File: src/rtl/mem_arbiter.sv
// mem_arbiter: shares one single-port memory between the instruction-fetch
// port and the data-memory port of a pipelined core.
//
// Ports
//   clk, reset            clock; synchronous active-low reset
//   if_req/if_addr        fetch read request and address
//   if_rdata/if_ack       fetched word, one-cycle completion pulse
//   dm_req/dm_we          data request, 1 = write
//   dm_addr/dm_wdata      data address and write data
//   dm_rdata/dm_ack       loaded word, one-cycle completion pulse
//   mem_req/mem_we        request and write enable to the shared memory
//   mem_addr/mem_wdata    memory address/write data (from grant latches)
//   mem_rdata/mem_ready   memory read data and completion strobe
//   stallF/stallM         pipeline stalls: request pending and not acked
//   err                   sticky flag: a memory access timed out
//   dbg_state_o           current FSM state (0 IDLE, 1 FETCH, 2 DATA)
//
// Handshake: a port holds req until its ack pulse. mem_req stays high with
// mem_addr/mem_wdata frozen until the memory returns mem_ready, or until
// the wait counter runs out; mem_ready is only meaningful while mem_req=1.
module mem_arbiter #(
    parameter int AW      = 32,
    parameter int DW      = 32,
    parameter int TIMEOUT = 15
) (
    input  logic          clk,
    input  logic          reset,
    input  logic          if_req,
    input  logic [AW-1:0] if_addr,
    output logic [DW-1:0] if_rdata,
    output logic          if_ack,
    input  logic          dm_req,
    input  logic          dm_we,
    input  logic [AW-1:0] dm_addr,
    input  logic [DW-1:0] dm_wdata,
    output logic [DW-1:0] dm_rdata,
    output logic          dm_ack,
    output logic          mem_req,
    output logic          mem_we,
    output logic [AW-1:0] mem_addr,
    output logic [DW-1:0] mem_wdata,
    input  logic [DW-1:0] mem_rdata,
    input  logic          mem_ready,
    output logic          stallF,
    output logic          stallM,
    output logic          err,
    output logic [1:0]    dbg_state_o
);

    typedef enum logic [1:0] {
        S_IDLE  = 2'd0,
        S_FETCH = 2'd1,
        S_DATA  = 2'd2
    } state_e;

    // Last wait-counter value before giving up on the memory.
    localparam logic [7:0] CNT_LAST = 8'(TIMEOUT - 1);

    state_e        state_q, state_d;
    logic [AW-1:0] addr_q, addr_d;
    logic          we_q, we_d;
    logic [DW-1:0] wdata_q, wdata_d;
    logic [7:0]    cnt_q, cnt_d;
    logic [DW-1:0] if_rdata_q, if_rdata_d;
    logic [DW-1:0] dm_rdata_q, dm_rdata_d;
    logic          if_ack_q, if_ack_d;
    logic          dm_ack_q, dm_ack_d;
    logic          err_q, err_d;

    always_comb begin
        state_d    = state_q;
        addr_d     = addr_q;
        we_d       = we_q;
        wdata_d    = wdata_q;
        cnt_d      = cnt_q;
        if_rdata_d = if_rdata_q;
        dm_rdata_d = dm_rdata_q;
        if_ack_d   = 1'b0;
        dm_ack_d   = 1'b0;
        err_d      = err_q;

        unique case (state_q)
            S_IDLE: begin
                // A port whose ack is high this cycle is still showing the
                // request that just completed, so it is not re-granted until
                // it requests again after the ack.
                if (dm_req && !dm_ack_q) begin
                    state_d = S_DATA;
                    addr_d  = dm_addr;
                    we_d    = dm_we;
                    wdata_d = dm_wdata;
                    cnt_d   = 8'd0;
                end else if (if_req && !if_ack_q) begin
                    state_d = S_FETCH;
                    addr_d  = if_addr;
                    we_d    = 1'b0;
                    wdata_d = '0;
                    cnt_d   = 8'd0;
                end
            end
            S_FETCH, S_DATA: begin
                if (mem_ready) begin
                    state_d = S_IDLE;
                    if (state_q == S_FETCH) begin
                        if_rdata_d = mem_rdata;
                        if_ack_d   = 1'b1;
                    end else begin
                        if (!we_q) begin
                            dm_rdata_d = mem_rdata;
                        end
                        dm_ack_d = 1'b1;
                    end
                end else begin
                    cnt_d = cnt_q + 8'd1;
                    // Timeout: release the requester with its old data.
                    if (cnt_q == CNT_LAST) begin
                        state_d = S_IDLE;
                        err_d   = 1'b1;
                        if (state_q == S_FETCH) begin
                            if_ack_d = 1'b1;
                        end else begin
                            dm_ack_d = 1'b1;
                        end
                    end
                end
            end
            default: begin
                state_d = S_IDLE;
            end
        endcase
    end

    always_ff @(posedge clk) begin
        if (!reset) begin
            state_q    <= S_IDLE;
            addr_q     <= '0;
            we_q       <= 1'b0;
            wdata_q    <= '0;
            cnt_q      <= 8'd0;
            if_rdata_q <= '0;
            dm_rdata_q <= '0;
            if_ack_q   <= 1'b0;
            dm_ack_q   <= 1'b0;
            err_q      <= 1'b0;
        end else begin
            state_q    <= state_d;
            addr_q     <= addr_d;
            we_q       <= we_d;
            wdata_q    <= wdata_d;
            cnt_q      <= cnt_d;
            if_rdata_q <= if_rdata_d;
            dm_rdata_q <= dm_rdata_d;
            if_ack_q   <= if_ack_d;
            dm_ack_q   <= dm_ack_d;
            err_q      <= err_d;
        end
    end

    assign mem_req     = (state_q != S_IDLE);
    assign mem_we      = (state_q == S_DATA) && we_q;
    assign mem_addr    = addr_q;
    assign mem_wdata   = wdata_q;
    assign if_rdata    = if_rdata_q;
    assign dm_rdata    = dm_rdata_q;
    assign if_ack      = if_ack_q;
    assign dm_ack      = dm_ack_q;
    assign err         = err_q;
    // Combinational so the stalls track the requests even during reset.
    assign stallF      = if_req & ~if_ack_q;
    assign stallM      = dm_req & ~dm_ack_q;
    assign dbg_state_o = state_q;

endmodule

File: config.mk
export PLATFORM = sky130hd
export DESIGN_NAME = mem_arbiter
export DESIGN_NICKNAME = d
export VERILOG_FILES = /design/src/rtl/mem_arbiter.sv
export SDC_FILE = /design/constraint.sdc
export NUM_CORES = 1
export LEC_CHECK = 0
export BUFFER_PORTS_ARGS = -buffer_cell sky130_fd_sc_hd__buf_4
export CAP_MARGIN = 15
export CORE_ASPECT_RATIO = 0.6
export CORE_MARGIN = 3
export CORE_UTILIZATION = 43
export CTS_BUF_LIST = sky130_fd_sc_hd__clkbuf_8
export DETAILED_ROUTE_END_ITERATION = 6
export GPL_TIMING_DRIVEN = 0
export HOLD_SLACK_MARGIN = 0.15
export PLACE_DENSITY_LB_ADDON = 0.1
export SLEW_MARGIN = 15
export SYNTH_ARGS = -nofsm -noshare
export SYNTH_HDL_FRONTEND = slang
export SYNTH_SLANG_ARGS = --single-unit
File: constraint.sdc
create_clock -name clk -period 1.7 [get_ports clk]
set_input_delay 0.17 -clock clk [delete_from_list [all_inputs] [get_ports clk]]
set_output_delay 0.17 -clock clk [all_outputs]
set_load 0.005 [all_outputs]
==> impl_results.md, run 1 <==
- Status: finished with violations
- Failing checks: negative setup slack
- First-pass detailed-route iteration total: 5
- H-tree depth: 4
- Worst hold margin: 0.464 ns
- Share of Yosys cell area claimed by the top area cell type: 0.495
- GPL Wtd Cong: 0.857
- Proportion of layout cells with a drive suffix above 1: 0.340
- Post-route ant nets: 0
- Vias in the first global route: 6559
- Antenna violations before repair: 0
- Total GRT Usage: 0.268
- CP delay by family, top: simple AND/OR/NAND/NOR gates
- Buf/Inv on CP: 2
- Post-Place Cells: 1058
- HPWL Detailed: 13400 um
- Tot Pwr: 9.10 mW
- Ranking of synthesized cells by area: dfxtp_1, nand2_1, a21boi_0
- Syn Area/Cell: 9.29 sq um
- Cell Count, Final, Fillers Out: 1224
- Final cell utilization of the core: 0.760
- First-pass GRT wire length: 31800 um
- Starting Density: 0.444
- Vias per cell: 5.11
- RSZ-0062 raised after global routing: yes
- Final Setup Violations: 2
- Largest net degree at the start of global routing: 17
- Max_cap viols: 0
- Crit path max fanout: 8
- P&R area growth vs syn: 71.2%
- Worst-Skew Late Latency: 0.43 ns
- Final Max Slew Viols: 0
- Nets: 1180
- Final min period: 1.73 ns
- Clock Root Buffer: clkbuf_8
- VDD IR max: 0.531 mV
- Critical Path, Cell by Cell: inv_2, ha_4, and2b_2, o32ai_4, buf_6, or3_1, a21oi_1
- # IOs: 271
- CORE AREA: 12900 sq um
- Area of the die: 14800 sq um
- Vias: 6257
- Area of the multi-input gates: 2690 sq um
- Clock buffer depth: 2
- Clk_skew: 0.0106 ns
- Number of synthesized flops with an enable pin: 0
- FF+latch area: 2850 sq um
- Dpl ws: -0.270 ns
- Clock slew at reported path FFs: 0.08 ns
- Slew margin rel.: 0.604
- TritonCTS clock tree: yes
- Antenna Cells: 0
- Leakage: 4.55 nW
- Final setup margin: -0.0306 ns
- Row Count: 32
- Syn nets: 757
- Largest area contributor in the netlist: dfxtp_1
- Sequential cell area fraction in the yosys report: 0.495
- Worst path slowest cell: dfxtp_2
- Period Utilization, post-route: 1.02
- Gr ovfl total: 0
- Die W: 155 um
- Main synth FF type: dfxtp_1
- Hold Crit Class: reg -> reg
- PD cells: 926 nW/um^2
- Setup CP Type: reg -> reg
- Die outline height: 95.5 um
- Critical Path Start Type: flip-flop
- Drt total wl: 20600 um
- Num CTS Buffers: 17
- Mapped Area: 5740 sq um
- Warnings, synthesis: 0
- Fmax: 0.578 GHz
- FFs w/ async S/R, synth: 0
- I/O Buffers: 270
- Seq cells post-synth: 142
- Worst Max-Slew Pin Slew: 0.587 ns
- Clk sinks: 142
- # fillers: 854
- Remaining DRCs: 0
- Crit path required time: 2.05 ns
- CP arrival: 2.08 ns
- Routed WL per cell: 16.9 um
- Max stage delay on crit path: 0.34 ns
- Netlist cell types: 41
- CP Capture Type: flip-flop
- Final Hold Fails: 0
- DRT iter0 DRCs: 322
- Syn Inst Count: 618
-- through the flow --
stage | cell area, sq um | TNS [ns]
after floorplan | 5760 | 0
after global placement | 8000 | -3.95
after detailed placement | 8000 | -6.11
after CTS | 9800 | -0.225
after global routing | 9830 | -1.60
final | 9830 | -0.0398
-- cells in the final DEF, fill, tap and decap left out, types with 3 or more instances in the layout --
| cell | synthesis | final |
|---|---|---|
| buf_2 | 20 | 10 |
| nor2_1 | 3 | 3 |
| nand2_1 | 166 | 166 |
| o21ai_0 | 5 | 4 |
| ha_1 | 5 | 3 |
| clkbuf_8 | 0 | 17 |
| clkbuf_1 | 23 | 14 |
| nor2b_1 | 36 | 35 |
| clkinvlp_4 | 0 | 3 |
| o211a_1 | 32 | 32 |
| a22oi_1 | 33 | 33 |
| nand3_1 | 3 | 3 |
| mux2i_1 | 32 | 32 |
| nand4b_1 | 3 | 3 |
| dlygate4sd3_1 | 0 | 131 |
| clkinv_2 | 0 | 4 |
| buf_6 | 1 | 4 |
| buf_4 | 5 | 283 |
| dfxtp_1 | 142 | 140 |
| a21boi_0 | 65 | 60 |
| a21boi_1 | 1 | 6 |
| clkbuf_4 | 0 | 5 |
| or3_1 | 3 | 3 |
| a21oi_1 | 7 | 6 |
| inv_1 | 6 | 5 |
| clkbuf_2 | 1 | 6 |
| bufinv_16 | 0 | 3 |
-- synth_stat cells, types with 3 or more instances --
master,number
buf_4,5
or3_1,3
nor2b_1,36
and2_1,3
a22oi_1,33
nand2_1,166
o211a_1,32
mux2i_1,32
nand4b_1,3
nor2_1,3
a21oi_1,7
a21boi_0,65
o31ai_1,3
buf_2,20
dfxtp_1,142
or4_1,3
clkbuf_1,23
nand3_1,3
inv_1,6
o21ai_0,5
ha_1,5
-- worst register-to-register path, stage by stage (launching register included) --
cell and delay [ns]:
dfxtp_2 0.34, inv_2 0.05, ha_4 0.30, and2b_2 0.20
o32ai_4 0.14, buf_6 0.17, or3_1 0.31, a21oi_1 0.14
-- power by group --
part	switching, mW	total (mW)	leakage (nW)	internal (mW)
sequential	0.195	3.84	1.16	3.64
combinational	1.13	2.49	3.19	1.35
clock	1.33	2.78	0.203	1.45
-- layer usage --
metal / vias up / global-route usage / share of wire / wire length [um]
met1: 2966 / 0.302 / 0.40 / 8180
met5: - / 0 / 0 / 0
met2: 275 / 0.480 / 0.50 / 10300
met3: 52 / 0.0816 / 0.079 / 1630
met4: 0 / 0.105 / 0.024 / 492
li1: 2964 / - / - / -
-- cell type report --
| cell class | instances | share of cell area |
|---|---|---|
| multi-input cells | 420 | 0.273 |
| plain buffers | 48 | 0.0280 |
| inverters | 6 | 0.00229 |
| well taps | 170 | 0.0216 |
| repair buffers | 406 | 0.344 |
| clock buffers | 17 | 0.0238 |
| flip-flops and latches | 142 | 0.289 |
| clock inverters | 15 | 0.0174 |
-- state kept, by name, summed over array words and instances, names as in the netlist --
signal and count:
cnt_q 8, dbg_state_o 2, dm_ack 1, dm_rdata 32, err 1, if_ack 1
if_rdata 32, mem_addr 32, mem_wdata 32, we_q 1
-- cells by family (layout without fill, tap and decap cells) --
kind of cell,count (synthesis),in the layout,synth area share
buffers and inverters,56,492,0.0458
muxes,32,32,0.0558
and+or+nand+nor,229,229,0.180
AOI/OAI and AO/OA,154,154,0.212
DFF,142,142,0.495
adders and majority gates,5,5,0.0109
-- what timing repair did --
action | CTS | global route
endpoints found under the hold margin | 132 | 0
pin swaps | 3 | 5
cloned | 1 | 0
setup endpoints to repair | 40 | 80
gates resized for setup | 22 | 20
setup buffers | 3 | 1
hold buffers | 131 | 0
-- path summary, 6_finish.rpt --
check / startpoint / endpoint / slack, ns / cells past startpoint
worst max-delay path: dbg_state_o[1] / cnt_q[2] / -0.03 / 7
worst min-delay path: if_rdata[31] / if_rdata[31] / 0.46 / 2
worst max register to register: dbg_state_o[1] / cnt_q[2] / -0.03 / 7
worst min register to register: if_rdata[31] / if_rdata[31] / 0.46 / 2
No activity file was read; power rests on OpenSTA's default activity.
==> inputs of run 2 (changes only) <==
Settings changed: BUFFER_PORTS_ARGS -buffer_cell sky130_fd_sc_hd__buf_4 to unset, CORE_UTILIZATION 43 to 59, DONT_BUFFER_PORTS set to 1.
==> run 2 against run 1 <==
Effect of this change: the flow still finishes with violations (negative setup slack); via count down 11%; hold slack lost 0.25 ns; final cell count shrank 25%; clock power is 19% higher; routed wire length is 5.0% lower; largest cell class is now flip-flops and latches; highest routed layer unchanged.
==> impl_results.md, run 2 (synthesized netlist as in run 1, its figures left out) <==
- HPWL Detailed: 11200 um
- Fmax: 0.554 GHz
- Antenna violations before repair: 0
- Hold Crit Class: in -> reg
- Fin area: 7920 sq um
- Final setup margin: -0.105 ns
- Critical Path, Cell by Cell: inv_4, ha_4, and2b_2, o32ai_4, buf_6, o31ai_1, a21oi_1
- PD cells: 1140 nW/um^2
- DRT iter0 DRCs: 368
- Final min period: 1.80 ns
- Vias per cell: 6.04
- Met2 routed WL: 9730 um
- Vias: 5551
- Buf/Inv on CP: 2
- Clk_skew: 0.00985 ns
- Proportion of layout cells with a drive suffix above 1: 0.114
- Die W: 133 um
- P&R area growth vs syn: 38.0%
- Commonest non-fill, non-tap cell in the layout: nand2_1
- Crit path required time: 2.00 ns
- TritonCTS clock tree: yes
- Hold_sp: reset
- DRT met1 WL: 7060 um
- Clk sinks: 142
- Status: finished with violations
- # IOs: 271
- CORE AREA: 9320 sq um
- Hold worst-path end: if_rdata[31]
- Total GRT Usage: 0.339
- Vias in the first global route: 5594
- Flop2flop setup slack: -0.10 ns
- Period Utilization, post-route: 1.06
- Clock slew at reported path FFs: 0.08 ns
- Clock buffer depth: 2
- Final Setup Violations: 8
- Worst Max-Slew Pin Slew: 0.526 ns
- CP arrival: 2.10 ns
- CP Capture Type: flip-flop
- Max_cap viols: 0
- Post-route ant nets: 0
- Dpl ws: -0.221 ns
- Worst path slowest cell: dfxtp_4
- Gr ovfl total: 0
- Failing checks: negative setup slack
- I/O Buffers: 0
- Routed WL per cell: 21.3 um
- Nets: 914
- Met3 wire length: 2090 um
- Worst hold margin: 0.209 ns
- Top Metal Used: met4
- Final Max Slew Viols: 0
- Max stage delay on crit path: 0.39 ns
- VDD IR max: 0.719 mV
- First-pass GRT wire length: 29400 um
- Worst r2r dst: cnt_q[7]
- Most frequent cells in the layout: nand2_1, dfxtp_1, dlygate4sd3_1, a21boi_0, nor2b_1
- Die outline height: 82.4 um
- Worst r2r src: dbg_state_o[0]
- CP delay by family, top: compound AO/OA/AOI/OAI gates
- GPL Wtd Cong: 0.861
- Dpl cell area: 5930 sq um
- Largest net degree at the start of global routing: 17
- R2R cell count: 7
- Setup CP Type: reg -> reg
- Critical Path Start Type: flip-flop
- Clock Root Buffer: clkbuf_8
- Num CTS Buffers: 17
- Remaining DRCs: 0
- Row Count: 27
- Crit path max fanout: 8
- Final Hold Fails: 0
- H-tree depth: 4
- Starting Density: 0.616
- Drt total wl: 19600 um
- First-pass detailed-route iteration total: 5
- Area of the die: 11000 sq um
- Leakage: 3.26 nW
- Worst-Skew Late Latency: 0.43 ns
- Slew margin rel.: 0.649
- RSZ-0062 raised after global routing: yes
- Hold Path Cell Cnt: 2
[run 2: cell count changes in the layout (fill, tap and decap cells not counted), moves of 3 or more]
cell,previous run,this run
buf_4,283,12
bufinv_16,3,6
dlygate4sd3_1,131,134
clkinv_2,4,0
clkbuf_8,17,20
[run 2: power breakdown]
| group | switching, mW | internal, mW | total [mW] |
|---|---|---|---|
| clock | 1.30 | 2.01 | 3.31 |
| combinational | 0.947 | 0.843 | 1.79 |
| sequential | 0.308 | 3.65 | 3.95 |
[run 2: timing repair]
item	in CTS	in global routing
buffers inserted	5	0
hold endpoints to repair	132	2
gates resized for setup	19	39
hold buffers	133	1
gates cloned	1	0
setup endpoints to repair	41	124
pin swaps	5	5
[run 2: layout make-up]
type / count / area, sq um
timing repair buffer: 140 / 1390
clock inverter: 12 / 216
antenna: 1 / 2.50
clock buffer: 20 / 275
fill: 501 / 1410
multi-input combinational: 420 / 2710
buffer: 48 / 289
tap: 130 / 163
sequential: 142 / 2850
inverter: 6 / 27.5
[run 2: stage by stage]
step                std cells  TNS, ns  total power, mW  utilization
finish                    919   -0.357             9.05        0.849
floorplan                 618        0             4.93            -
global placement          748    -4.54             5.21        0.636
CTS                       919   -0.257             8.85        0.841
detailed placement        748    -5.87             5.28        0.636
global route              918    -1.13             9.36        0.849
[run 2: worst max-delay path by stage]
stage          slack (ns)      startpoint            to  cells past startpoint
2_1_floorplan       0.003  dbg_state_o[1]      cnt_q[5]                      8
3_3_place_gp        -0.15  dbg_state_o[0]   dm_rdata[8]                      8
3_5_place_dp        -0.22  dbg_state_o[0]  dm_rdata[29]                      8
4_1_cts             -0.12  dbg_state_o[0]      cnt_q[4]                      7
5_1_grt             -0.18  dbg_state_o[0]      cnt_q[7]                      7
6_report            -0.10  dbg_state_o[0]      cnt_q[7]                      7
[run 2: layer usage]
metal	vias up	global-route usage
met5	-	0
met4	0	0.149
met3	74	0.134
met2	352	0.591
met1	2690	0.376
li1	2435	-
